`config.mk`:
```
export PLATFORM = sky130hd
export DESIGN_NAME = alu_share_arbiter
export DESIGN_NICKNAME = d
export VERILOG_FILES = /design/src/rtl/alu_pkg.sv /design/src/rtl/alu_share_arbiter_rr.sv /design/src/rtl/alu_share_arbiter.sv
export SDC_FILE = /design/constraint.sdc
export NUM_CORES = 1
export LEC_CHECK = 0
export BUFFER_PORTS_ARGS = -buffer_cell sky130_fd_sc_hd__buf_2
export CAP_MARGIN = 20
export CELL_PAD_IN_SITES_DETAIL_PLACEMENT = 1
export CELL_PAD_IN_SITES_GLOBAL_PLACEMENT = 1
export CORE_MARGIN = 4
export CORE_UTILIZATION = 34
export CTS_BUF_LIST = sky130_fd_sc_hd__clkbuf_8
export DETAILED_ROUTE_END_ITERATION = 10
export GPL_TIMING_DRIVEN = 1
export PLACE_DENSITY = 0.88
export SYNTH_ARGS = -nofsm -noshare
export SYNTH_HDL_FRONTEND = slang
export SYNTH_SLANG_ARGS = --single-unit
```
`constraint.sdc`:
```
create_clock -name clk -period 2.5 [get_ports clk]
set_clock_uncertainty 0.15 [all_clocks]
set_input_delay 0 -clock clk [delete_from_list [all_inputs] [get_ports clk]]
set_output_delay 0 -clock clk [all_outputs]
set_load 0.005 [all_outputs]
```
`src/rtl/alu_pkg.sv`:
```
// Shared types and constants for the two-port ALU sharing sequencer.
package alu_pkg;

  typedef enum logic [1:0] {
    ST_IDLE = 2'd0,
    ST_EXEC = 2'd1,
    ST_RESP = 2'd2
  } state_e;

  typedef logic port_id_t;

  localparam logic [3:0] OP_AND  = 4'b0000;
  localparam logic [3:0] OP_OR   = 4'b0010;
  localparam logic [3:0] OP_XOR  = 4'b0100;
  localparam logic [3:0] OP_ADD  = 4'b0110;
  localparam logic [3:0] OP_SUB  = 4'b0111;
  localparam logic [3:0] OP_SRL  = 4'b1000;
  localparam logic [3:0] OP_SRA  = 4'b1001;
  localparam logic [3:0] OP_SLL  = 4'b1010;
  localparam logic [3:0] OP_SLT  = 4'b1101;
  localparam logic [3:0] OP_SLTU = 4'b1111;

  function automatic port_id_t other_port(input port_id_t p);
    return ~p;
  endfunction

endpackage

```
`src/rtl/alu_share_arbiter_rr.sv`:
```
// Two-way round-robin select; last_grant only moves when the grant is consumed.
module rr_arbiter2
  import alu_pkg::*;
(
  input  logic       clk,
  input  logic       rst_n,
  input  logic [1:0] req,
  input  logic       update_en,
  output logic       gnt_valid,
  output port_id_t   gnt_id
);

  port_id_t last_q;
  port_id_t last_d;

  // Grant selection and last_grant next value
  always_comb begin
    gnt_valid = |req;
    gnt_id    = 1'b0;
    last_d    = last_q;
    if (req[0] && req[1]) begin
      gnt_id = other_port(last_q);
    end else if (req[1]) begin
      gnt_id = 1'b1;
    end else begin
      gnt_id = 1'b0;
    end
    if (update_en) begin
      last_d = gnt_id;
    end else begin
      last_d = last_q;
    end
  end

  // last_grant register; resets to port 1 so port 0 wins first contention
  always_ff @(posedge clk or negedge rst_n) begin
    if (!rst_n) begin
      last_q <= 1'b1;
    end else begin
      last_q <= last_d;
    end
  end

endmodule

```
`src/rtl/alu_share_arbiter.sv`:
```
// Shares one external combinational ALU between two requesters, one op in flight.
module alu_share_arbiter
  import alu_pkg::*;
#(
  parameter int WIDTH = 32
) (
  input  logic             clk,
  input  logic             rst_n,
  input  logic             req0_valid,
  output logic             req0_ready,
  input  logic [3:0]       req0_op,
  input  logic [WIDTH-1:0] req0_a,
  input  logic [WIDTH-1:0] req0_b,
  input  logic             req1_valid,
  output logic             req1_ready,
  input  logic [3:0]       req1_op,
  input  logic [WIDTH-1:0] req1_a,
  input  logic [WIDTH-1:0] req1_b,
  output logic             rsp0_valid,
  input  logic             rsp0_ready,
  output logic [WIDTH-1:0] rsp0_result,
  output logic             rsp1_valid,
  input  logic             rsp1_ready,
  output logic [WIDTH-1:0] rsp1_result,
  output logic [3:0]       alu_op,
  output logic [WIDTH-1:0] alu_a,
  output logic [WIDTH-1:0] alu_b,
  input  logic [WIDTH-1:0] alu_result,
  output logic             busy
);

  state_e           state_q, state_d;
  port_id_t         owner_q, owner_d;
  logic [3:0]       op_q, op_d;
  logic [WIDTH-1:0] a_q, a_d;
  logic [WIDTH-1:0] b_q, b_d;
  logic [WIDTH-1:0] result_q, result_d;

  logic             gnt_valid;
  port_id_t         gnt_id;
  logic             arb_en;
  logic             rsp_take;

  rr_arbiter2 u_arb (
    .clk       (clk),
    .rst_n     (rst_n),
    .req       ({req1_valid, req0_valid}),
    .update_en (arb_en),
    .gnt_valid (gnt_valid),
    .gnt_id    (gnt_id)
  );

  // Next-state, issue/result capture and request-side handshake
  always_comb begin
    state_d    = state_q;
    owner_d    = owner_q;
    op_d       = op_q;
    a_d        = a_q;
    b_d        = b_q;
    result_d   = result_q;
    req0_ready = 1'b0;
    req1_ready = 1'b0;
    arb_en     = 1'b0;
    rsp_take   = (owner_q == 1'b1) ? rsp1_ready : rsp0_ready;
    case (state_q)
      ST_IDLE: begin
        // The arbiter only grants a valid port, so ready implies handshake
        if (gnt_valid) begin
          req0_ready = (gnt_id == 1'b0);
          req1_ready = (gnt_id == 1'b1);
          arb_en     = 1'b1;
          owner_d    = gnt_id;
          op_d       = (gnt_id == 1'b1) ? req1_op : req0_op;
          a_d        = (gnt_id == 1'b1) ? req1_a  : req0_a;
          b_d        = (gnt_id == 1'b1) ? req1_b  : req0_b;
          state_d    = ST_EXEC;
        end else begin
          state_d    = ST_IDLE;
        end
      end
      ST_EXEC: begin
        result_d = alu_result;
        state_d  = ST_RESP;
      end
      ST_RESP: begin
        if (rsp_take) begin
          state_d = ST_IDLE;
        end else begin
          state_d = ST_RESP;
        end
      end
      default: begin
        state_d = ST_IDLE;
      end
    endcase
  end

  // Sequencer state, owner, issue and result registers
  always_ff @(posedge clk or negedge rst_n) begin
    if (!rst_n) begin
      state_q  <= ST_IDLE;
      owner_q  <= 1'b0;
      op_q     <= 4'b0000;
      a_q      <= {WIDTH{1'b0}};
      b_q      <= {WIDTH{1'b0}};
      result_q <= {WIDTH{1'b0}};
    end else begin
      state_q  <= state_d;
      owner_q  <= owner_d;
      op_q     <= op_d;
      a_q      <= a_d;
      b_q      <= b_d;
      result_q <= result_d;
    end
  end

  // ALU inputs come straight from the issue register, so they hold between ops
  assign alu_op      = op_q;
  assign alu_a       = a_q;
  assign alu_b       = b_q;
  assign busy        = (state_q != ST_IDLE);
  assign rsp0_valid  = (state_q == ST_RESP) && (owner_q == 1'b0);
  assign rsp1_valid  = (state_q == ST_RESP) && (owner_q == 1'b1);
  assign rsp0_result = (owner_q == 1'b0) ? result_q : {WIDTH{1'b0}};
  assign rsp1_result = (owner_q == 1'b1) ? result_q : {WIDTH{1'b0}};

endmodule

```
==> flow_metrics.env, run 1 <==
export IMPL_ys_types=25
export IMPL_yosysWarnings=0
export IMPL_ctsResizeCount=0
export IMPL_die_h_um=127
export IMPL_yosysSeqAreaShare=0.541
export IMPL_ctsHoldBuffers=182
export IMPL_synth_area_leaders="dfrtp_1 54%, a221o_1 10%, mux2_2 7.7%"
export IMPL_gp_congestion=0.827
export IMPL_synthesis_area_um2=4820
export IMPL_stop_error="[ERROR RSZ-0060] Max buffer count reached."
export IMPL_syn_avg_cell_area_um2=11.0
export IMPL_ctsHtreeMaxLevel=3
export IMPL_die_width_um=127
export IMPL_status="stopped before the end"
export IMPL_dpl_cell_area_um2=6530
export IMPL_root_buffer="clkbuf_8"
export IMPL_synth_nets=610
export IMPL_synth_largest_area_cell="dfrtp_1"
export IMPL_dp_hpwl_um=13200
export IMPL_cts_buffers_inserted=9
export IMPL_numPortBuffers=310
export IMPL_cts_buffer_depth=2
export IMPL_pin_count=311
export IMPL_row_count=43
export IMPL_synth_cells=436
export IMPL_post_cts_buffers=0
export IMPL_post_place_ws_ps=489
export IMPL_haltStage="clock tree synthesis (4_1_cts)"
export IMPL_initial_core_util=0.347
export IMPL_cts_sinks=104
export IMPL_yosys_register_bits=104
export IMPL_synth_top_area_share=0.535
-- per-stage QoR --
step                      hold slack, ps  cells
after floorplan                     -446    436
after global placement             -60.1    892
after detailed placement           -49.7    892
-- cell usage after synthesis --
cell type and instances:
o22ai_1 1, dfstp_2 1, and3_1 49, a21boi_1 1, inv_1 3, nand2_1 41, buf_2 12, or2_1 1
a21o_1 1, nor2_2 1, buf_1 1, a221o_1 48, a21oi_1 20, nand2b_1 1, dfrtp_1 103, clkbuf_1 26
nor2_1 3, mux2_2 33, a21bo_2 1, nor2b_1 33, and2_1 32, a31oi_1 20, clkbuf_2 1, o21bai_1 1
buf_6 2
-- logic make-up after synthesis --
logic type / count (synthesis) / synth area share
AOI/OAI and AO/OA: 93 / 0.155
buffers and inverters: 45 / 0.0416
DFF: 104 / 0.541
muxes: 33 / 0.0771
and+or+nand+nor: 161 / 0.186
==> run 2, diff against run 1 <==
- CELL_PAD_IN_SITES_DETAIL_PLACEMENT: 1 -> unset
- CELL_PAD_IN_SITES_GLOBAL_PLACEMENT: 1 -> unset
- CORE_UTILIZATION: 34 -> 20
- CTS_BUF_LIST: sky130_fd_sc_hd__clkbuf_8 -> unset
- PLACE_DENSITY: 0.88 -> unset
- PLACE_DENSITY_LB_ADDON: unset -> 0.15
==> flow_metrics.env, run 2 <==
export IMPL_worst_path_stages=5
export IMPL_powerDensity_nw_per_um2=1120
export IMPL_ys_types=25
export IMPL_holdWs_ps=9.40
export IMPL_cts_sinks=104
export IMPL_ant_nets=0
export IMPL_vdd_ir_drop_max_uv=418
export IMPL_path_cells="nor2_4 > nand2_2 > buf_4 > a221o_1 > dlygate4sd3_1"
export IMPL_slew_violations=0
export IMPL_syn_avg_cell_area_um2=11.0
export IMPL_cts_buffers_inserted=9
export IMPL_gp_congestion=0.755
export IMPL_r2r_end="alu_b[4]"
export IMPL_synthSimpleGateAreaFrac=0.186
export IMPL_ys_flop_type="dfrtp_1"
export IMPL_die_width_um=163
export IMPL_grt_pass1_wl_um=29400
export IMPL_numPortBuffers=310
export IMPL_synth_cells=436
export IMPL_r2r_cells=5
export IMPL_combPwrFrac=0.539
export IMPL_layout_drive_gt1_share=0.421
export IMPL_worstPathMaxFanout=43
export IMPL_vias=5284
export IMPL_synth_largest_area_cell="dfrtp_1"
export IMPL_post_cts_buffers=0
export IMPL_synth_most_common_cell="dfrtp_1"
export IMPL_row_count=56
export IMPL_layout_commonest_cell="buf_2"
export IMPL_synthesis_area_um2=4820
export IMPL_p_sw_mw=3.43
export IMPL_async_flop_share=1.00
export IMPL_finalCritPeriodShare=0.959
export IMPL_grt_ovfl_total=0
export IMPL_track_usage=0.139
export IMPL_grt_pass1_vias=5536
export IMPL_cts_tree="done"
export IMPL_max_freq_mhz=417
export IMPL_power_leakage_nw=4.39
export IMPL_viasPerCell=4.31
export IMPL_status="finished, final reports clean"
export IMPL_drt_iter0_drc=174
export IMPL_ctsHtreeMaxLevel=3
export IMPL_grt_max_degree=66
export IMPL_muxShareOfSynthArea=0.0771
export IMPL_slowest_delay_ps=570
export IMPL_initial_core_util=0.204
export IMPL_area_sequential_um2=2610
export IMPL_dp_cells=1034
export IMPL_seqPwrFrac=0.316
export IMPL_die_area_um2=26600
export IMPL_dpl_cell_area_um2=6730
export IMPL_critPathLaunchType="register"
export IMPL_synth_nets=610
export IMPL_p_int_mw=6.38
export IMPL_synth_top_cells_by_count="103 x dfrtp_1, 49 x and3_1, 48 x a221o_1"
export IMPL_finalInstanceArea_um2=8750
export IMPL_clock_latency_ps=350
export IMPL_cap_violations=0
export IMPL_cts_buffer_depth=2
export IMPL_fin_crit_ps=2400
export IMPL_synth_compound_area_frac=0.155
export IMPL_r2r_start="state_q[1]"
export IMPL_critPathLaunch="state_q[1]"
export IMPL_root_buffer="clkbuf_16"
export IMPL_core_area_um2=23600
export IMPL_yosys_register_bits=104
export IMPL_synth_top_family_by_area="simple AND/OR/NAND/NOR gates"
export IMPL_cp_required_ps=2590
export IMPL_yosysWarnings=0
export IMPL_cp_slowest_cell="dlygate4sd3_1"
export IMPL_finalSetupViolCount=0
export IMPL_finalHoldViolations=0
export IMPL_avgRoutedWirePerCell_um=15.7
export IMPL_cp_num_buf_inv=2
export IMPL_worstSetupEndpointType="register"
export IMPL_synth_area_leaders="dfrtp_1 54%, a221o_1 10%, mux2_2 7.7%"
export IMPL_dp_hpwl_um=13100
export IMPL_tightest_slew_ps=825
export IMPL_synth_fa_ha_area_frac=0
export IMPL_post_place_ws_ps=612
export IMPL_die_h_um=163
export IMPL_synth_edff_count=0
export IMPL_yosysSeqAreaShare=0.541
export IMPL_rsz0062_at_grt="no"
export IMPL_drc_errors=0
export IMPL_synthToLayoutAreaGrowth_pct=81.7
export IMPL_synth_top_area_share=0.535
export IMPL_clkPwrFrac=0.145
export IMPL_arrival_ps=2490
export IMPL_stdcell_count=1225
export IMPL_pin_count=311
export IMPL_critPathTopFamily="buffers and inverters"
export IMPL_final_nets=1072
export IMPL_firstDrtPassIters=4
export IMPL_wirelength_um=19300
export IMPL_rrSetupSlack_ps=100
export IMPL_critical_path_class="register to register"
export IMPL_crit_path_end="alu_b[4]"
export IMPL_hold_class="input pin to asynchronous set/reset pin"
export IMPL_switching_share=0.349
export IMPL_path_clk_slew_ps=80
export IMPL_multi_input_area_um2=2050
export IMPL_synthXorXnorAreaFrac=0
export IMPL_setup_ws_ps=104
export IMPL_mostFrequentLayoutCells="309 x buf_2, 171 x dlygate4sd3_1, 102 x dfrtp_1, 48 x and3_1, 48 x a221o_1"
export IMPL_grt_antenna_before_repair=3
export IMPL_final_fill_count=2398
export IMPL_slew_headroom=0.447
export IMPL_fin_tns_setup_ps=0
[run 2: worst register-to-register path, stage by stage (launching register included)]
cell,delay [ps]
dfrtp_1,450
nor2_4,170
nand2_2,170
buf_4,340
a221o_1,440
dlygate4sd3_1,570
[run 2: worst min-delay path by stage]
stage	start	end	slack (ps)	cells after the start
2_1_floorplan	rst_n	alu_a[0]	-450	0
3_3_place_gp	rst_n	result_q[9]	-140	1
3_5_place_dp	rst_n	result_q[7]	-140	1
4_1_cts	rst_n	result_q[9]	30	2
5_1_grt	rst_n	alu_b[24]	50	2
6_report	rst_n	alu_b[24]	9	2
[run 2: cell families (layout without fill, tap and decap cells)]
kind of cell	Yosys count	count (layout)
and+or+nand+nor	161	161
muxes	33	33
buffers and inverters	45	511
DFF	104	104
AOI/OAI and AO/OA	93	94
other	0	3
[run 2: power by group through the flow]
stage	sequential, mW	clock, mW	combinational [mW]
floorplan	3.03	0	2.32
global placement	3.09	0	4.13
detailed placement	3.10	0	4.19
CTS	3.09	1.49	5.32
global route	3.22	1.55	5.83
finish	3.10	1.42	5.29
[run 2: area by class of cell]
cell class	count	area share
timing repair buffer	492	0.387
sequential	104	0.298
multi-input combinational	288	0.234
tap	319	0.0456
clock buffer	10	0.0273
clock inverter	6	0.00586
inverter	3	0.00172
antenna	3	0.000858
[run 2: timing repair]
| item | CTS | global route |
|---|---|---|
| gates resized for setup | 0 | 1 |
| hold buffers | 171 | 0 |
| hold endpoints to repair | 192 | 0 |
| endpoints found under the setup margin | 0 | 55 |
[run 2: through the flow]
step	util	power, mW
CTS	0.370	9.90
global placement	0.285	7.23
finish	0.371	9.80
floorplan	-	5.35
global route	0.371	10.6
detailed placement	0.285	7.29
[run 2: layer usage]
metal  global-route usage  share of wire  wire (um)
met1                0.167           0.42       8050
met2                0.245           0.49       9520
met3               0.0267          0.064       1240
met4               0.0549          0.025        473
met5                    0        0.00067         13
Note: power is estimated with default switching activity, not from simulation.
